$ cat config.mk
export PLATFORM = sky130hd
export DESIGN_NAME = dnn_layer_engine
export DESIGN_NICKNAME = d
export VERILOG_FILES = /design/src/rtl/dnn_layer_engine.sv
export SDC_FILE = /design/constraint.sdc
export NUM_CORES = 2
export LEC_CHECK = 0
export ABC_AREA = 0
export CAP_MARGIN = 10
export CORE_MARGIN = 1.5
export CORE_UTILIZATION = 55
export DETAILED_ROUTE_END_ITERATION = 6
export PLACE_DENSITY = 0.71
export SYNTH_ARGS = -nofsm -noshare
export SYNTH_HDL_FRONTEND = slang
export SYNTH_SLANG_ARGS = --single-unit
export TNS_END_PERCENT = 1
$ cat constraint.sdc
create_clock -name clk -period 27.2 [get_ports clk]
set_clock_uncertainty 0.05 [all_clocks]
set_input_delay 5.44 -clock clk [delete_from_list [all_inputs] [get_ports clk]]
set_output_delay 5.44 -clock clk [all_outputs]
set_load 0.005 [all_outputs]
$ cat src/rtl/dnn_layer_engine.sv
// dnn_layer_engine: fully-connected DNN layer accelerator.
// A slave register port configures the layer. A single-outstanding master port
// fetches bias, weights and activations, and writes each output neuron back.
// Build option: define DNN_SAT_EN to saturate results to the DATA_W range.
// Without it, results wrap to their low DATA_W bits.
module dnn_layer_engine #(
  parameter int DATA_W = 32,
  parameter int FRAC_W = 16,
  parameter int LEN_W  = 16
) (
  input  logic              clk,
  input  logic              rst,
  output logic              slave_waitrequest,
  input  logic [3:0]        slave_address,
  input  logic              slave_read,
  output logic [31:0]       slave_readdata,
  input  logic              slave_write,
  input  logic [31:0]       slave_writedata,
  input  logic              master_waitrequest,
  output logic [31:0]       master_address,
  output logic              master_read,
  input  logic [DATA_W-1:0] master_readdata,
  input  logic              master_readdatavalid,
  output logic              master_write,
  output logic [DATA_W-1:0] master_writedata,
  output logic              irq
);

  localparam int ACC_W = 2*DATA_W + 8;
  localparam logic signed [ACC_W-1:0] SAT_MAX = {{(ACC_W-DATA_W+1){1'b0}}, {(DATA_W-1){1'b1}}};
  localparam logic signed [ACC_W-1:0] SAT_MIN = {{(ACC_W-DATA_W+1){1'b1}}, {(DATA_W-1){1'b0}}};

  typedef enum logic [3:0] {IDLE, RD_B, WT_B, RD_W, WT_W, RD_A, WT_A, MAC, WR_O, FIN} state_t;

  state_t                    state_q, state_d;
  logic [31:0]               bias_addr_q, w_addr_q, in_addr_q, out_addr_q;
  logic [LEN_W-1:0]          in_len_q, out_len_q;
  logic                      relu_q, irq_en_q, done_q, err_q;
  logic [LEN_W-1:0]          i_q, i_d, j_q, j_d;
  logic [31:0]               widx_q, widx_d;
  logic signed [ACC_W-1:0]   acc_q, acc_d;
  logic signed [DATA_W-1:0]  w_q, w_d, a_q, a_d;
  logic signed [2*DATA_W-1:0] prod;
  logic signed [ACC_W-1:0]   prod_ext, bias_ext;
  logic [LEN_W:0]            i_nxt, j_nxt;
  logic                      busy, start, unused_ok;

  // Shift out the fraction, narrow to DATA_W (saturate or wrap), then ReLU.
  function automatic logic [DATA_W-1:0] act_f(input logic signed [ACC_W-1:0] acc,
                                              input logic relu);
    logic signed [ACC_W-1:0] sh;
    logic [DATA_W-1:0]       r;
    sh = acc >>> FRAC_W;
`ifdef DNN_SAT_EN
    if (sh > SAT_MAX)      r = DATA_W'(SAT_MAX);
    else if (sh < SAT_MIN) r = DATA_W'(SAT_MIN);
    else                   r = DATA_W'(sh);
`else
    r = DATA_W'(sh);
`endif
    if (relu && r[DATA_W-1]) r = '0;
    return r;
  endfunction

  assign unused_ok         = slave_read;
  assign slave_waitrequest = 1'b0;
  assign busy              = (state_q != IDLE);
  assign start             = slave_write && (slave_address == 4'd0) && slave_writedata[0];
  assign irq               = done_q & irq_en_q;
  assign prod     = $signed({{DATA_W{w_q[DATA_W-1]}}, w_q}) * $signed({{DATA_W{a_q[DATA_W-1]}}, a_q});
  assign prod_ext = {{8{prod[2*DATA_W-1]}}, prod};
  assign bias_ext = {{(ACC_W-DATA_W){master_readdata[DATA_W-1]}}, master_readdata};
  assign i_nxt    = {1'b0, i_q} + {{LEN_W{1'b0}}, 1'b1};
  assign j_nxt    = {1'b0, j_q} + {{LEN_W{1'b0}}, 1'b1};
  assign master_writedata = act_f(acc_q, relu_q);

  // Register readback, combinational on the word index.
  always_comb begin
    slave_readdata = 32'd0;
    case (slave_address)
      4'd0: slave_readdata = {29'd0, err_q, done_q, busy};
      4'd1: slave_readdata = bias_addr_q;
      4'd2: slave_readdata = w_addr_q;
      4'd3: slave_readdata = in_addr_q;
      4'd4: slave_readdata = out_addr_q;
      4'd5: slave_readdata = 32'(in_len_q);
      4'd6: slave_readdata = 32'(out_len_q);
      4'd7: slave_readdata = {31'd0, relu_q};
      4'd8: slave_readdata = {31'd0, irq_en_q};
      default: slave_readdata = 32'd0;
    endcase
  end

  // Layer sequencer: next state, datapath next values and master requests.
  always_comb begin
    state_d        = state_q;
    i_d            = i_q;
    j_d            = j_q;
    widx_d         = widx_q;
    acc_d          = acc_q;
    w_d            = w_q;
    a_d            = a_q;
    master_read    = 1'b0;
    master_write   = 1'b0;
    master_address = 32'd0;
    case (state_q)
      IDLE: if (start) begin
        i_d     = '0;
        j_d     = '0;
        widx_d  = 32'd0;
        state_d = (out_len_q == '0) ? FIN : RD_B;
      end
      RD_B: begin
        master_read    = 1'b1;
        master_address = bias_addr_q + (32'(i_q) << 2);
        if (!master_waitrequest) state_d = WT_B;
      end
      WT_B: if (master_readdatavalid) begin
        acc_d   = bias_ext <<< FRAC_W;
        j_d     = '0;
        state_d = (in_len_q != '0) ? RD_W : WR_O;
      end
      RD_W: begin
        master_read    = 1'b1;
        master_address = w_addr_q + (widx_q << 2);
        if (!master_waitrequest) state_d = WT_W;
      end
      WT_W: if (master_readdatavalid) begin
        w_d     = master_readdata;
        state_d = RD_A;
      end
      RD_A: begin
        master_read    = 1'b1;
        master_address = in_addr_q + (32'(j_q) << 2);
        if (!master_waitrequest) state_d = WT_A;
      end
      WT_A: if (master_readdatavalid) begin
        a_d     = master_readdata;
        state_d = MAC;
      end
      MAC: begin
        acc_d  = acc_q + prod_ext;
        widx_d = widx_q + 32'd1;
        if (j_nxt < {1'b0, in_len_q}) begin
          j_d     = j_nxt[LEN_W-1:0];
          state_d = RD_W;
        end else begin
          state_d = WR_O;
        end
      end
      WR_O: begin
        master_write   = 1'b1;
        master_address = out_addr_q + (32'(i_q) << 2);
        if (!master_waitrequest) begin
          if (i_nxt < {1'b0, out_len_q}) begin
            i_d     = i_nxt[LEN_W-1:0];
            state_d = RD_B;
          end else begin
            state_d = FIN;
          end
        end
      end
      FIN:     state_d = IDLE;
      default: state_d = IDLE;
    endcase
  end

  // State and datapath registers; reset abandons any layer in flight.
  always_ff @(posedge clk or posedge rst) begin
    if (rst) begin
      state_q <= IDLE;
      i_q     <= '0;
      j_q     <= '0;
      widx_q  <= 32'd0;
      acc_q   <= '0;
      w_q     <= '0;
      a_q     <= '0;
    end else begin
      state_q <= state_d;
      i_q     <= i_d;
      j_q     <= j_d;
      widx_q  <= widx_d;
      acc_q   <= acc_d;
      w_q     <= w_d;
      a_q     <= a_d;
    end
  end

  // Configuration and status registers; config writes while busy only flag ERR.
  always_ff @(posedge clk or posedge rst) begin
    if (rst) begin
      bias_addr_q <= 32'd0;
      w_addr_q    <= 32'd0;
      in_addr_q   <= 32'd0;
      out_addr_q  <= 32'd0;
      in_len_q    <= '0;
      out_len_q   <= '0;
      relu_q      <= 1'b0;
      irq_en_q    <= 1'b0;
      done_q      <= 1'b0;
      err_q       <= 1'b0;
    end else begin
      if (slave_write) begin
        if (slave_address == 4'd0) begin
          if (slave_writedata[1]) begin
            done_q <= 1'b0;
            err_q  <= 1'b0;
          end
          if (slave_writedata[0] && busy) err_q <= 1'b1;
        end else if (slave_address <= 4'd8) begin
          if (busy) begin
            err_q <= 1'b1;
          end else begin
            case (slave_address)
              4'd1: bias_addr_q <= slave_writedata;
              4'd2: w_addr_q    <= slave_writedata;
              4'd3: in_addr_q   <= slave_writedata;
              4'd4: out_addr_q  <= slave_writedata;
              4'd5: in_len_q    <= slave_writedata[LEN_W-1:0];
              4'd6: out_len_q   <= slave_writedata[LEN_W-1:0];
              4'd7: relu_q      <= slave_writedata[0];
              4'd8: irq_en_q    <= slave_writedata[0];
              default: ;
            endcase
          end
        end
      end
      if (state_q == FIN) done_q <= 1'b1;
    end
  end

endmodule

==> results.py <==
metrics = {
    "die": {
        "design.core.area_sq_um": 92100,
        "fp.dieArea_sq_um": 95200,
        "die_w_um": 309,
        "initial_utilization": 0.558,
        "die_h_um": 309,
        "std_cell_rows": 111,
        "io_pins": 174,
    },
    "global_route": {
        "grt_first_pass_wirelength_mm": 239,
        "grt.total_usage": 0.330,
        "grt.overflow.total": 0,
        "antenna_violations_before_repair": 2,
        "largest_net_degree_at_the_start_of_global_routing": 92,
        "vias_in_the_first_global_route": 41200,
    },
    "yosys": {
        "synth_ff_type": "sky130_fd_sc_hd__dfrtp_1",
        "synth.net_count": 6783,
        "syn-instance-count": 5524,
        "synth-seq-cells": 342,
        "synth_area_sq_um": 51300,
        "synth.yosys.seq_area_share": 0.167,
        "post_synth.cell_area_avg_sq_um": 9.29,
        "post_synth_edffs": 0,
        "yosys_warnings": 0,
        "ys_types": 82,
        "synth-async-reset-ratio": 1.00,
    },
    "sta": {
        "timing.setup.tns_ns": 0,
        "layout_min_cycle_time_ns": 13.30,
        "slew-limit-headroom": 0.188,
        "max_fclk_mhz": 75.2,
        "actual_slew_at_the_worst_max_slew_pin_ns": 1.21,
        "timing.final.setup_violations": 0,
        "max_slew_violation_count": 0,
        "layout_worst_path_cycle_share": 0.489,
        "grt_setup_unrepaired": "false",
        "finalHoldViolations": 0,
    },
    "clock_tree": {
        "cts_hold_buffers": 0,
        "clock_tree_root_buffer_cell": "sky130_fd_sc_hd__clkbuf_16",
        "cts.htree.levels": 2,
        "cts_buffer_depth": 3,
        "tritoncts_num_sinks": 342,
        "cts_repair_resize_count": 0,
        "cts-buffers-inserted": 45,
        "tritoncts": "built",
        "post_cts_buffers": 0,
        "worst_setup_hold_path_clk_slew_ns": 0.05,
        "clock_latency_ns": 0.66,
    },
    "cells_and_area": {
        "layout.cells.most_common": "sky130_fd_sc_hd__inv_1",
        "layout.cells.non_filler": 6830,
        "num-fill-cells": 7806,
        "final_cell_mix": "1043 x sky130_fd_sc_hd__inv_1, 907 x sky130_fd_sc_hd__fa_1, 796 x sky130_fd_sc_hd__nand2_1",
        "area_growth_pct": 8.88,
        "final_net_count": 6807,
        "post_route_cells_drive_above_1_share": 0.0734,
    },
    "detailed_routing": {
        "drc": 0,
        "drt_wl_total_mm": 152,
        "number_of_search_and_repair_iterations_in_the_first_detailed_routing_pass": 5,
        "detail_route.iter0.violations": 3292,
        "vias_per_std_cell": 5.82,
        "wire_per_inst_um": 22.2,
        "vias": 39700,
        "drtAntennaViolNets": 0,
    },
    "critical_path": {
        "timing.critical_path.arrival_ns": 7.81,
        "criticalPathCategory": "input pin to output pin",
        "worst_ep_required_time_ns": 21.71,
        "critical_path_peak_fanout": 7,
        "type_of_destination_of_the_critical_path": "output pin",
        "setup.worst_path.start_class": "input pin",
    },
    "job": {
        "cap_viol_max_count": 0,
    },
    "placement": {
        "dp.cells": 6744,
        "gp_congestion": 0.959,
        "detailed_place_hpwl_mm": 114,
        "io_buffers": 171,
    },
    "hold_path": {
        "worst_hold_path_type": "flop to flop",
    },
    "run_status": {
        "run_status": "finished, final reports clean",
    },
}
worst max-delay path: stages:
cell	delay (ns)
sky130_fd_sc_hd__clkdlybuf4s50_1	0.57
sky130_fd_sc_hd__or3_1	0.49
sky130_fd_sc_hd__nor2_1	0.53
sky130_fd_sc_hd__a222oi_1	0.14
sky130_fd_sc_hd__nand3_1	0.13
sky130_fd_sc_hd__clkdlybuf4s50_1	0.51
stage by stage:
stage	util	area, sq um	hold slack (ns)	setup slack [ns]
final	0.607	55900	0.449	13.90
after global routing	0.607	55900	0.475	13.77
after CTS	0.607	55900	0.454	13.91
after detailed placement	0.590	54300	0.441	13.91
after global placement	0.590	54300	0.434	13.92
after floorplan	-	51300	0.414	12.23
cell families after synthesis:
family	Yosys count	synth area share
adder cells (fa/ha/maj)	1185	0.421
buffers and inverters	1330	0.0977
flip-flops	342	0.167
XOR/XNOR	185	0.0316
other	1	0.0000730
AND/OR/NAND/NOR	1585	0.147
AO/OA/AOI/OAI	658	0.0839
multiplexers	238	0.0514
Yosys cell counts (8+ instances only):
| cell | instances | area (sq um) |
|---|---|---|
| sky130_fd_sc_hd__nor4_1 | 16 | 100 |
| sky130_fd_sc_hd__o211ai_1 | 17 | 128 |
| sky130_fd_sc_hd__o21ai_0 | 176 | 881 |
| sky130_fd_sc_hd__clkbuf_1 | 258 | 968 |
| sky130_fd_sc_hd__or2_2 | 8 | 50.1 |
| sky130_fd_sc_hd__nor2b_1 | 28 | 175 |
| sky130_fd_sc_hd__nor3_1 | 36 | 180 |
| sky130_fd_sc_hd__a211oi_1 | 13 | 97.6 |
| sky130_fd_sc_hd__mux2_2 | 188 | 2120 |
| sky130_fd_sc_hd__a21o_1 | 62 | 465 |
| sky130_fd_sc_hd__mux2_1 | 16 | 180 |
| sky130_fd_sc_hd__xnor2_1 | 110 | 963 |
| sky130_fd_sc_hd__a21oi_1 | 130 | 651 |
| sky130_fd_sc_hd__mux2i_1 | 34 | 340 |
| sky130_fd_sc_hd__o31ai_1 | 15 | 113 |
| sky130_fd_sc_hd__and3_1 | 30 | 188 |
| sky130_fd_sc_hd__buf_2 | 15 | 75.1 |
| sky130_fd_sc_hd__nand3_1 | 117 | 586 |
| sky130_fd_sc_hd__nand4_1 | 21 | 131 |
| sky130_fd_sc_hd__buf_1 | 10 | 37.5 |
| sky130_fd_sc_hd__o21a_1 | 25 | 188 |
| sky130_fd_sc_hd__o21ai_1 | 27 | 135 |
| sky130_fd_sc_hd__o21bai_1 | 15 | 113 |
| sky130_fd_sc_hd__nand2b_1 | 44 | 275 |
| sky130_fd_sc_hd__a22o_1 | 16 | 140 |
| sky130_fd_sc_hd__inv_1 | 1044 | 3920 |
| sky130_fd_sc_hd__nand2_1 | 796 | 2990 |
| sky130_fd_sc_hd__ha_1 | 278 | 3480 |
| sky130_fd_sc_hd__dfrtp_1 | 342 | 8560 |
| sky130_fd_sc_hd__a31oi_1 | 11 | 68.8 |
| sky130_fd_sc_hd__a221o_1 | 17 | 170 |
| sky130_fd_sc_hd__a22oi_1 | 66 | 495 |
| sky130_fd_sc_hd__nor2_1 | 89 | 334 |
| sky130_fd_sc_hd__and2_1 | 369 | 2310 |
| sky130_fd_sc_hd__xor2_1 | 75 | 657 |
| sky130_fd_sc_hd__fa_1 | 907 | 18200 |
state kept, by name, indices dropped and copies added, names as in the netlist, 4 cells and up:
name,cells
i_q,16
state_q,4
widx_q,30
bias_addr_q,32
in_len_q,16
out_addr_q,32
out_len_q,16
acc_q,48
w_addr_q,32
j_q,16
w_q,32
in_addr_q,32
a_q,32
layer usage:
layer  GRT usage  vias up  share of wire
met5           0        -              0
met4       0.129        0          0.043
met3      0.0863      377           0.11
met1       0.440    20200           0.40
li1            -    17200              -
met2       0.517     1965           0.45
layout make-up:
type / count / area, sq um / area share
Clock inverter: 21 / 324 / 0.00580
Clock buffer: 61 / 1270 / 0.0227
Timing Repair Buffer: 262 / 2390 / 0.0428
Multi-Input combinational cell: 3852 / 37900 / 0.677
Tap cell: 1243 / 1560 / 0.0278
Antenna cell: 4 / 10.0 / 0.000179
Inverter: 1045 / 3930 / 0.0703
Sequential cell: 342 / 8570 / 0.153
path summary, 6_finish.rpt:
path / from / endpoint / slack, ns / depth (start not counted)
max in group asynchronous: rst / w_addr_q[13] / 18.78 / 5
setup / recovery: slave_address[2] / slave_readdata[1] / 13.90 / 6
min in group asynchronous: rst / out_addr_q[3] / 5.28 / 2
setup reg to reg: w_q[31] / acc_q[44] / 18.28 / 24
hold / removal: acc_q[12] / acc_q[12] / 0.45 / 2
hold reg to reg: acc_q[12] / acc_q[12] / 0.45 / 2
Power is not shown: default switching activity piles up to over one toggle a cycle in this logic, so the estimate is an artifact.
